### config.mk
export PLATFORM = sky130hd
export DESIGN_NAME = fft3d_sequencer
export DESIGN_NICKNAME = d
export VERILOG_FILES = /design/src/rtl/fft_seq_pkg.sv /design/src/rtl/fft_wb_delay.sv /design/src/rtl/fft3d_sequencer.sv
export SDC_FILE = /design/constraint.sdc
export NUM_CORES = 1
export LEC_CHECK = 0
export BUFFER_PORTS_ARGS = -buffer_cell sky130_fd_sc_hd__buf_2
export CAP_MARGIN = 20
export CORE_MARGIN = 10
export CORE_UTILIZATION = 55
export DETAILED_ROUTE_END_ITERATION = 12
export HOLD_SLACK_MARGIN = 0.08
export PLACE_DENSITY = 0.76
export SLEW_MARGIN = 30
export SYNTH_ARGS = -nofsm -noshare
export SYNTH_HDL_FRONTEND = slang
export SYNTH_HIERARCHICAL = 1
export SYNTH_SLANG_ARGS = --single-unit
### constraint.sdc
create_clock -name clk -period 4 [get_ports clk]
set_clock_uncertainty 0.05 [all_clocks]
set_input_delay 0.8 -clock clk [delete_from_list [all_inputs] [get_ports clk]]
set_output_delay 0.8 -clock clk [all_outputs]
set_load 0.01 [all_outputs]
### src/rtl/fft_seq_pkg.sv
`default_nettype none
// ============================================================================
// Module  : fft_seq_pkg
// Purpose : Shared types and constants for the 3-D FFT pass sequencer:
//           sequencer state encoding and the FFT_dim phase codes seen by the
//           FFT cores and the grid memory.
// Revision: 1.0  initial release
// ============================================================================
package fft_seq_pkg;

    // Explicit 3-bit encoding so the state register width is fixed.
    typedef enum logic [2:0] {
        ST_IDLE   = 3'd0,
        ST_CHARGE = 3'd1,
        ST_PASS_X = 3'd2,
        ST_PASS_Y = 3'd3,
        ST_PASS_Z = 3'd4,
        ST_DONE   = 3'd5
    } seq_state_t;

    // Phase codes on FFT_dim. X/Y/Z are one-hot so downstream address
    // generators can select the axis with a single bit.
    localparam logic [2:0] DIM_CHARGE = 3'd0;
    localparam logic [2:0] DIM_X      = 3'd1;
    localparam logic [2:0] DIM_Y      = 3'd2;
    localparam logic [2:0] DIM_Z      = 3'd4;
    localparam logic [2:0] DIM_IDLE   = 3'd3;

    // Line index width; bounds the grid to 2048 lines per pass.
    localparam int ITER_W    = 11;
    localparam int MAX_LINES = 2048;

    function automatic logic is_pass_state(input seq_state_t s);
        return (s == ST_PASS_X) || (s == ST_PASS_Y) || (s == ST_PASS_Z);
    endfunction

endpackage : fft_seq_pkg
`default_nettype wire

### src/rtl/fft_wb_delay.sv
`default_nettype none
// ============================================================================
// Module  : fft_wb_delay
// Purpose : Fixed-latency shift register that turns an FFT issue (valid +
//           line index) into the matching write-back LATENCY cycles later.
//           Bubbles travel through as valid=0.
// Ports   : clk, rst      - clock, synchronous active-high reset
//           i_clr         - synchronous flush (same effect as rst)
//           i_valid/i_data- issue side
//           o_valid/o_data- write-back side, LATENCY cycles later
// Revision: 1.0  initial release
// ============================================================================
module fft_wb_delay #(
    parameter int LATENCY = 8,
    parameter int WIDTH   = 11
) (
    input  logic             clk,
    input  logic             rst,
    input  logic             i_clr,
    input  logic             i_valid,
    input  logic [WIDTH-1:0] i_data,
    output logic             o_valid,
    output logic [WIDTH-1:0] o_data
);

    logic [LATENCY-1:0] r_vld;
    logic [WIDTH-1:0]   r_dat [LATENCY];

    always_ff @(posedge clk) begin
        if (rst || i_clr) begin
            r_vld <= '0;
            for (int i = 0; i < LATENCY; i++) begin
                r_dat[i] <= '0;
            end
        end else begin
            r_vld[0] <= i_valid;
            r_dat[0] <= i_data;
            for (int i = 1; i < LATENCY; i++) begin
                r_vld[i] <= r_vld[i-1];
                r_dat[i] <= r_dat[i-1];
            end
        end
    end

    assign o_valid = r_vld[LATENCY-1];
    assign o_data  = r_dat[LATENCY-1];

endmodule : fft_wb_delay
`default_nettype wire

### src/rtl/fft3d_sequencer.sv
`default_nettype none
// ============================================================================
// Module  : fft3d_sequencer
// Purpose : Sequences a 3-D FFT over a DIMENSION^3 grid: optional CHARGE
//           phase (wait for charge mapping), then X, Y and Z passes of
//           DIMENSION^2 line transforms each, then a one-cycle done pulse.
//           Lines are issued one per cycle while fft_ready is high; each
//           issue returns as a write-back FFT_LATENCY cycles later.
// Ports   : clk, rst         - clock, synchronous active-high reset
//           start            - begin sequence (IDLE only)
//           skip_charge      - go straight to the X pass
//           inverse          - inverse transform flag, latched with start
//           abort            - terminate sequence, no done pulse
//           cm_done          - charge mapping finished (CHARGE only)
//           fft_ready        - FFT cores accept an issue this cycle
//           FFT_dim          - phase code (see fft_seq_pkg)
//           FFT_iteration    - current read line index
//           fft_valid        - line issued this cycle
//           fft_inverse      - latched inverse flag
//           FFTwren          - write-back enable, replicated per lane
//           wr_iteration     - line index of current write-back
//           busy, done       - status
// Revision: 1.0  initial release
// ============================================================================
module fft3d_sequencer
    import fft_seq_pkg::*;
#(
    parameter int DIMENSION     = 16,
    parameter int DIMENSION_LOG = 4,
    parameter int FFT_LATENCY   = 8
) (
    input  logic                 clk,
    input  logic                 rst,
    input  logic                 start,
    input  logic                 skip_charge,
    input  logic                 inverse,
    input  logic                 abort,
    input  logic                 cm_done,
    input  logic                 fft_ready,
    output logic [2:0]           FFT_dim,
    output logic [10:0]          FFT_iteration,
    output logic                 fft_valid,
    output logic                 fft_inverse,
    output logic [DIMENSION-1:0] FFTwren,
    output logic [10:0]          wr_iteration,
    output logic                 busy,
    output logic                 done
);

    localparam int              c_LINES     = DIMENSION * DIMENSION;
    localparam logic [ITER_W-1:0] c_LAST_LINE = ITER_W'(c_LINES - 1);

    // Elaboration-time parameter sanity.
    generate
        if ((c_LINES > MAX_LINES) || (DIMENSION != (1 << DIMENSION_LOG)) ||
            (FFT_LATENCY < 1)) begin : g_param_check
            $error("fft3d_sequencer: illegal DIMENSION/DIMENSION_LOG/FFT_LATENCY");
        end
    endgenerate

    seq_state_t         r_state;
    seq_state_t         w_next_state;
    logic [ITER_W-1:0]  r_iss_cnt;
    logic               r_iss_done;
    logic               r_inverse;
    logic               w_abort_hit;
    logic               w_wb_valid;
    logic [ITER_W-1:0]  w_wb_iter;
    logic               w_last_wb;

    // Abort only means something once a sequence is running.
    assign w_abort_hit = abort && (r_state != ST_IDLE);

    // Lines return in issue order, so the write-back carrying the last index
    // is the N-th write-back of the pass.
    assign w_last_wb = w_wb_valid && (w_wb_iter == c_LAST_LINE);

    // ------------------------------------------------------------------
    // State register
    // ------------------------------------------------------------------
    always_ff @(posedge clk) begin
        if (rst) begin
            r_state <= ST_IDLE;
        end else begin
            r_state <= w_next_state;
        end
    end

    // ------------------------------------------------------------------
    // Next-state logic
    // ------------------------------------------------------------------
    always_comb begin
        w_next_state = r_state;
        case (r_state)
            ST_IDLE: begin
                if (start) begin
                    w_next_state = skip_charge ? ST_PASS_X : ST_CHARGE;
                end
            end
            ST_CHARGE: begin
                if (cm_done) begin
                    w_next_state = ST_PASS_X;
                end
            end
            ST_PASS_X: if (w_last_wb) w_next_state = ST_PASS_Y;
            ST_PASS_Y: if (w_last_wb) w_next_state = ST_PASS_Z;
            ST_PASS_Z: if (w_last_wb) w_next_state = ST_DONE;
            ST_DONE:   w_next_state = ST_IDLE;
            default:   w_next_state = ST_IDLE;
        endcase
        // Abort outranks every other transition.
        if (w_abort_hit) begin
            w_next_state = ST_IDLE;
        end
    end

    // ------------------------------------------------------------------
    // Output logic
    // ------------------------------------------------------------------
    always_comb begin
        FFT_dim       = DIM_IDLE;
        fft_valid     = 1'b0;
        FFT_iteration = '0;
        busy          = (r_state != ST_IDLE);
        done          = 1'b0;
        case (r_state)
            ST_CHARGE: begin
                FFT_dim       = DIM_CHARGE;
                FFT_iteration = r_iss_cnt;
            end
            ST_PASS_X: FFT_dim = DIM_X;
            ST_PASS_Y: FFT_dim = DIM_Y;
            ST_PASS_Z: FFT_dim = DIM_Z;
            ST_DONE:   done    = !abort;
            default:   FFT_dim = DIM_IDLE;
        endcase
        if (is_pass_state(r_state)) begin
            fft_valid     = fft_ready && !r_iss_done;
            FFT_iteration = r_iss_cnt;
        end
    end

    // ------------------------------------------------------------------
    // Issue counter: counts 0..N-1, then parks at N-1 with r_iss_done set.
    // Cleared on every state change so each pass starts from line 0.
    // ------------------------------------------------------------------
    always_ff @(posedge clk) begin
        if (rst || w_abort_hit || (w_next_state != r_state)) begin
            r_iss_cnt  <= '0;
            r_iss_done <= 1'b0;
        end else if (fft_valid) begin
            if (r_iss_cnt == c_LAST_LINE) begin
                r_iss_done <= 1'b1;
            end else begin
                r_iss_cnt <= r_iss_cnt + ITER_W'(1);
            end
        end
    end

    // ------------------------------------------------------------------
    // Inverse flag: captured only when a sequence is accepted.
    // ------------------------------------------------------------------
    always_ff @(posedge clk) begin
        if (rst) begin
            r_inverse <= 1'b0;
        end else if ((r_state == ST_IDLE) && start) begin
            r_inverse <= inverse;
        end
    end

    assign fft_inverse = r_inverse;

    // ------------------------------------------------------------------
    // Write-back delay line
    // ------------------------------------------------------------------
    fft_wb_delay #(
        .LATENCY (FFT_LATENCY),
        .WIDTH   (ITER_W)
    ) u_wb_delay (
        .clk     (clk),
        .rst     (rst),
        .i_clr   (w_abort_hit),
        .i_valid (fft_valid),
        .i_data  (FFT_iteration),
        .o_valid (w_wb_valid),
        .o_data  (w_wb_iter)
    );

    assign FFTwren      = {DIMENSION{w_wb_valid}};
    assign wr_iteration = w_wb_iter;

endmodule : fft3d_sequencer
`default_nettype wire

==> impl_metrics.yaml <==
detailed_routing:
  vias: 2481
  drtAntennaViolNets: 0
  wl_per_cell_um: 13.3
  routed_via_density: 5.03
  drc: 0
  first_pass_iters: 5
  initialDrtViolationCount: 95
  wl_um: 6550
floorplan:
  start_util_pct: 56.1
  die_w_um: 108
  core_mm2: 0.00765
  pin_count: 53
  core.rowCount: 32
  die-height_um: 108
  die_area_mm2: 0.0117
clock_network:
  clkSinkCount: 112
  cts_tree: "done"
  cts.hold.buffers_added: 0
  cts_buffers: 9
  cts_setup_buffers: 0
  post_cts_resize_count: 0
  clkTransAtPathRegs_ns: 0.10
  clk_path_buf_depth: 2
  cts-root-buf: "clkbuf_8"
  worstSkewPairLatency_ns: 0.36
  htree_levels: 3
layout:
  final_cell_mix: "112 x dfxtp_1, 57 x nor3b_1, 51 x buf_2"
  final_util_pct: 59.3
  final_common_cell: "dfxtp_1"
  seqCellArea_mm2: 0.00224
  diodes: 0
  layout-drive-gt1-share_pct: 31.5
  synthToLayoutAreaGrowth_pct: 5.69
  fin_nets: 395
  multi_input_area_mm2: 0.00162
  stdcell_count: 493
  n_fill_cell: 642
status:
  status: "complete, no violations"
critical_path:
  cp-end-kind: "output pin"
  crit_arrival_ns: 2.07
  cp_max_fo: 17
  path_class: "reg2out"
  worstRegToRegCells: 5
  critPathRequiredTime_ns: 3.15
  timing.critical_path.from_type: "register"
place:
  io_buffers: 52
  gp_congestion: 0.831
  post-place-cells: 477
  dp_slack_ns: 1.49
  dp_hpwl_um: 4300
synthesis:
  netlist_top_cells_area: "dfxtp_1 52%, nor3b_2 12%, nor3b_1 10%, buf_4 4.7%, buf_6 3.4%"
  netlist_area_mm2: 0.00429
  synth_warnings: 6
  synth_cells: 373
  ys_seq_elements: 112
  synth_area_per_cell_um2: 11.5
  seq_area_frac_synth_pct: 52.3
  yosysTopAreaCell: "dfxtp_1"
  synth.top_cell.area_share_pct: 52.3
  syn_nets: 382
  synth_cell_type_count: 44
run:
  cap_violations: 0
sta:
  grt_setup_unrepaired: "no"
  slew_headroom_pct: 51.7
  fin_tns_setup_ns: 0
  fin_crit_ns: 2.92
  drv_slew: 0
  setup_viol: 0
  tightest_slew_ns: 0.725
  fmax_ghz: 0.343
  hold_violations: 0
  worst_slack_ns: 1.08
  period_share_pct: 72.9
power:
  finalPower_w: 0.00192
  power_leakage_nw: 1.78
  power.density_mw_per_mm2: 424
  vdd_drop_max_uv: 208
global_routing:
  overflow: 0
  grt_max_degree: 60
  grt_pass1_wl_um: 11200
  grt_pass1_vias: 2461
  antenna_found_initial: 0
  grt_usage_pct: 11.6
min_path:
  holdCritPathClass: "reg2reg"
  hold_depth: 1
==> layer usage <==
| layer | vias up | GRT usage (%) | part of all wire [%] |
|---|---|---|---|
| li1 | 1263 | - | - |
| met1 | 1162 | 13.2 | 45 |
| met2 | 45 | 19.2 | 48 |
| met3 | 11 | 4.05 | 4.6 |
| met4 | 0 | 5.08 | 1.8 |
| met5 | - | 0 | 0 |
==> flip-flops by register name, summed over array words and instances (netlist names) <==
| name | cells |
|---|---|
| r_state | 3 |
| r_iss_done | 1 |
| fft_inverse | 1 |
| u_wb_delay/r_vld | 8 |
| r_iss_cnt | 11 |
| u_wb_delay/r_dat | 88 |
==> cells in the mapped netlist, drive strengths merged <==
master / n
a21boi: 2
o21ai: 3
nor2b: 2
nand2b: 3
nor2: 16
and2: 14
xnor2: 3
or4b: 2
dfxtp: 112
nand2: 10
nand4: 5
a21o: 1
nand4b: 1
nand3: 4
a21oi: 13
buf: 52
or3b: 1
ha: 1
or2: 1
nor3b: 97
clkinv: 1
nor3: 4
xor2: 8
and3b: 1
or3: 1
a211oi: 4
and4: 1
mux2i: 2
o211ai: 1
inv: 1
maj3: 1
clkbuf: 2
nand3b: 2
and3: 1
==> area by class of cell <==
class                           instances  area share [%]
Clock buffer                           10            3.04
Clock inverter                          6            1.66
Timing Repair Buffer                   56            7.01
Inverter                                2           0.193
Sequential cell                       112            49.5
Tap cell                              102            2.82
Multi-Input combinational cell        205            35.8
==> critical path: stages, from the launching register on <==
cell and delay [ns]:
dfxtp_1 0.47, or2_4 0.31, xnor2_1 0.54, and2_1 0.24
buf_2 0.14
==> cell families after synthesis <==
logic type / Yosys count / synth area share (%)
adders and majority gates: 2 / 0.554
and+or+nand+nor: 166 / 31.1
AOI/OAI and AO/OA: 24 / 3.47
DFF: 112 / 52.3
xor gates and xnor gates: 11 / 2.25
muxes: 2 / 0.467
buffers and inverters: 56 / 9.92
==> report_power, final <==
group	internal (W)	leakage (nW)	switching [W]
clock network	0.000317	0.110	0.000370
logic	0.0000331	0.767	0.0000787
registers	0.00112	0.902	0.00000704
==> metrics by stage <==
step | cell area (um^2) | hold WS (ns)
after detailed placement | 4320 | 0.396
final | 4530 | 0.410
after CTS | 4530 | 0.411
after global placement | 4280 | 0.395
after floorplan | 4290 | 0.391
after global routing | 4530 | 0.416
==> worst paths after layout <==
check	end	from	slack (ns)
max reg2reg	r_iss_done	u_wb_delay/r_vld[7]	1.91
max	FFT_iteration[6]	r_state[0]	1.08
min reg2reg	u_wb_delay/r_dat[0][48]	u_wb_delay/r_dat[0][37]	0.41
min	u_wb_delay/r_dat[0][48]	u_wb_delay/r_dat[0][37]	0.41
(Power assumes the default switching activity.)
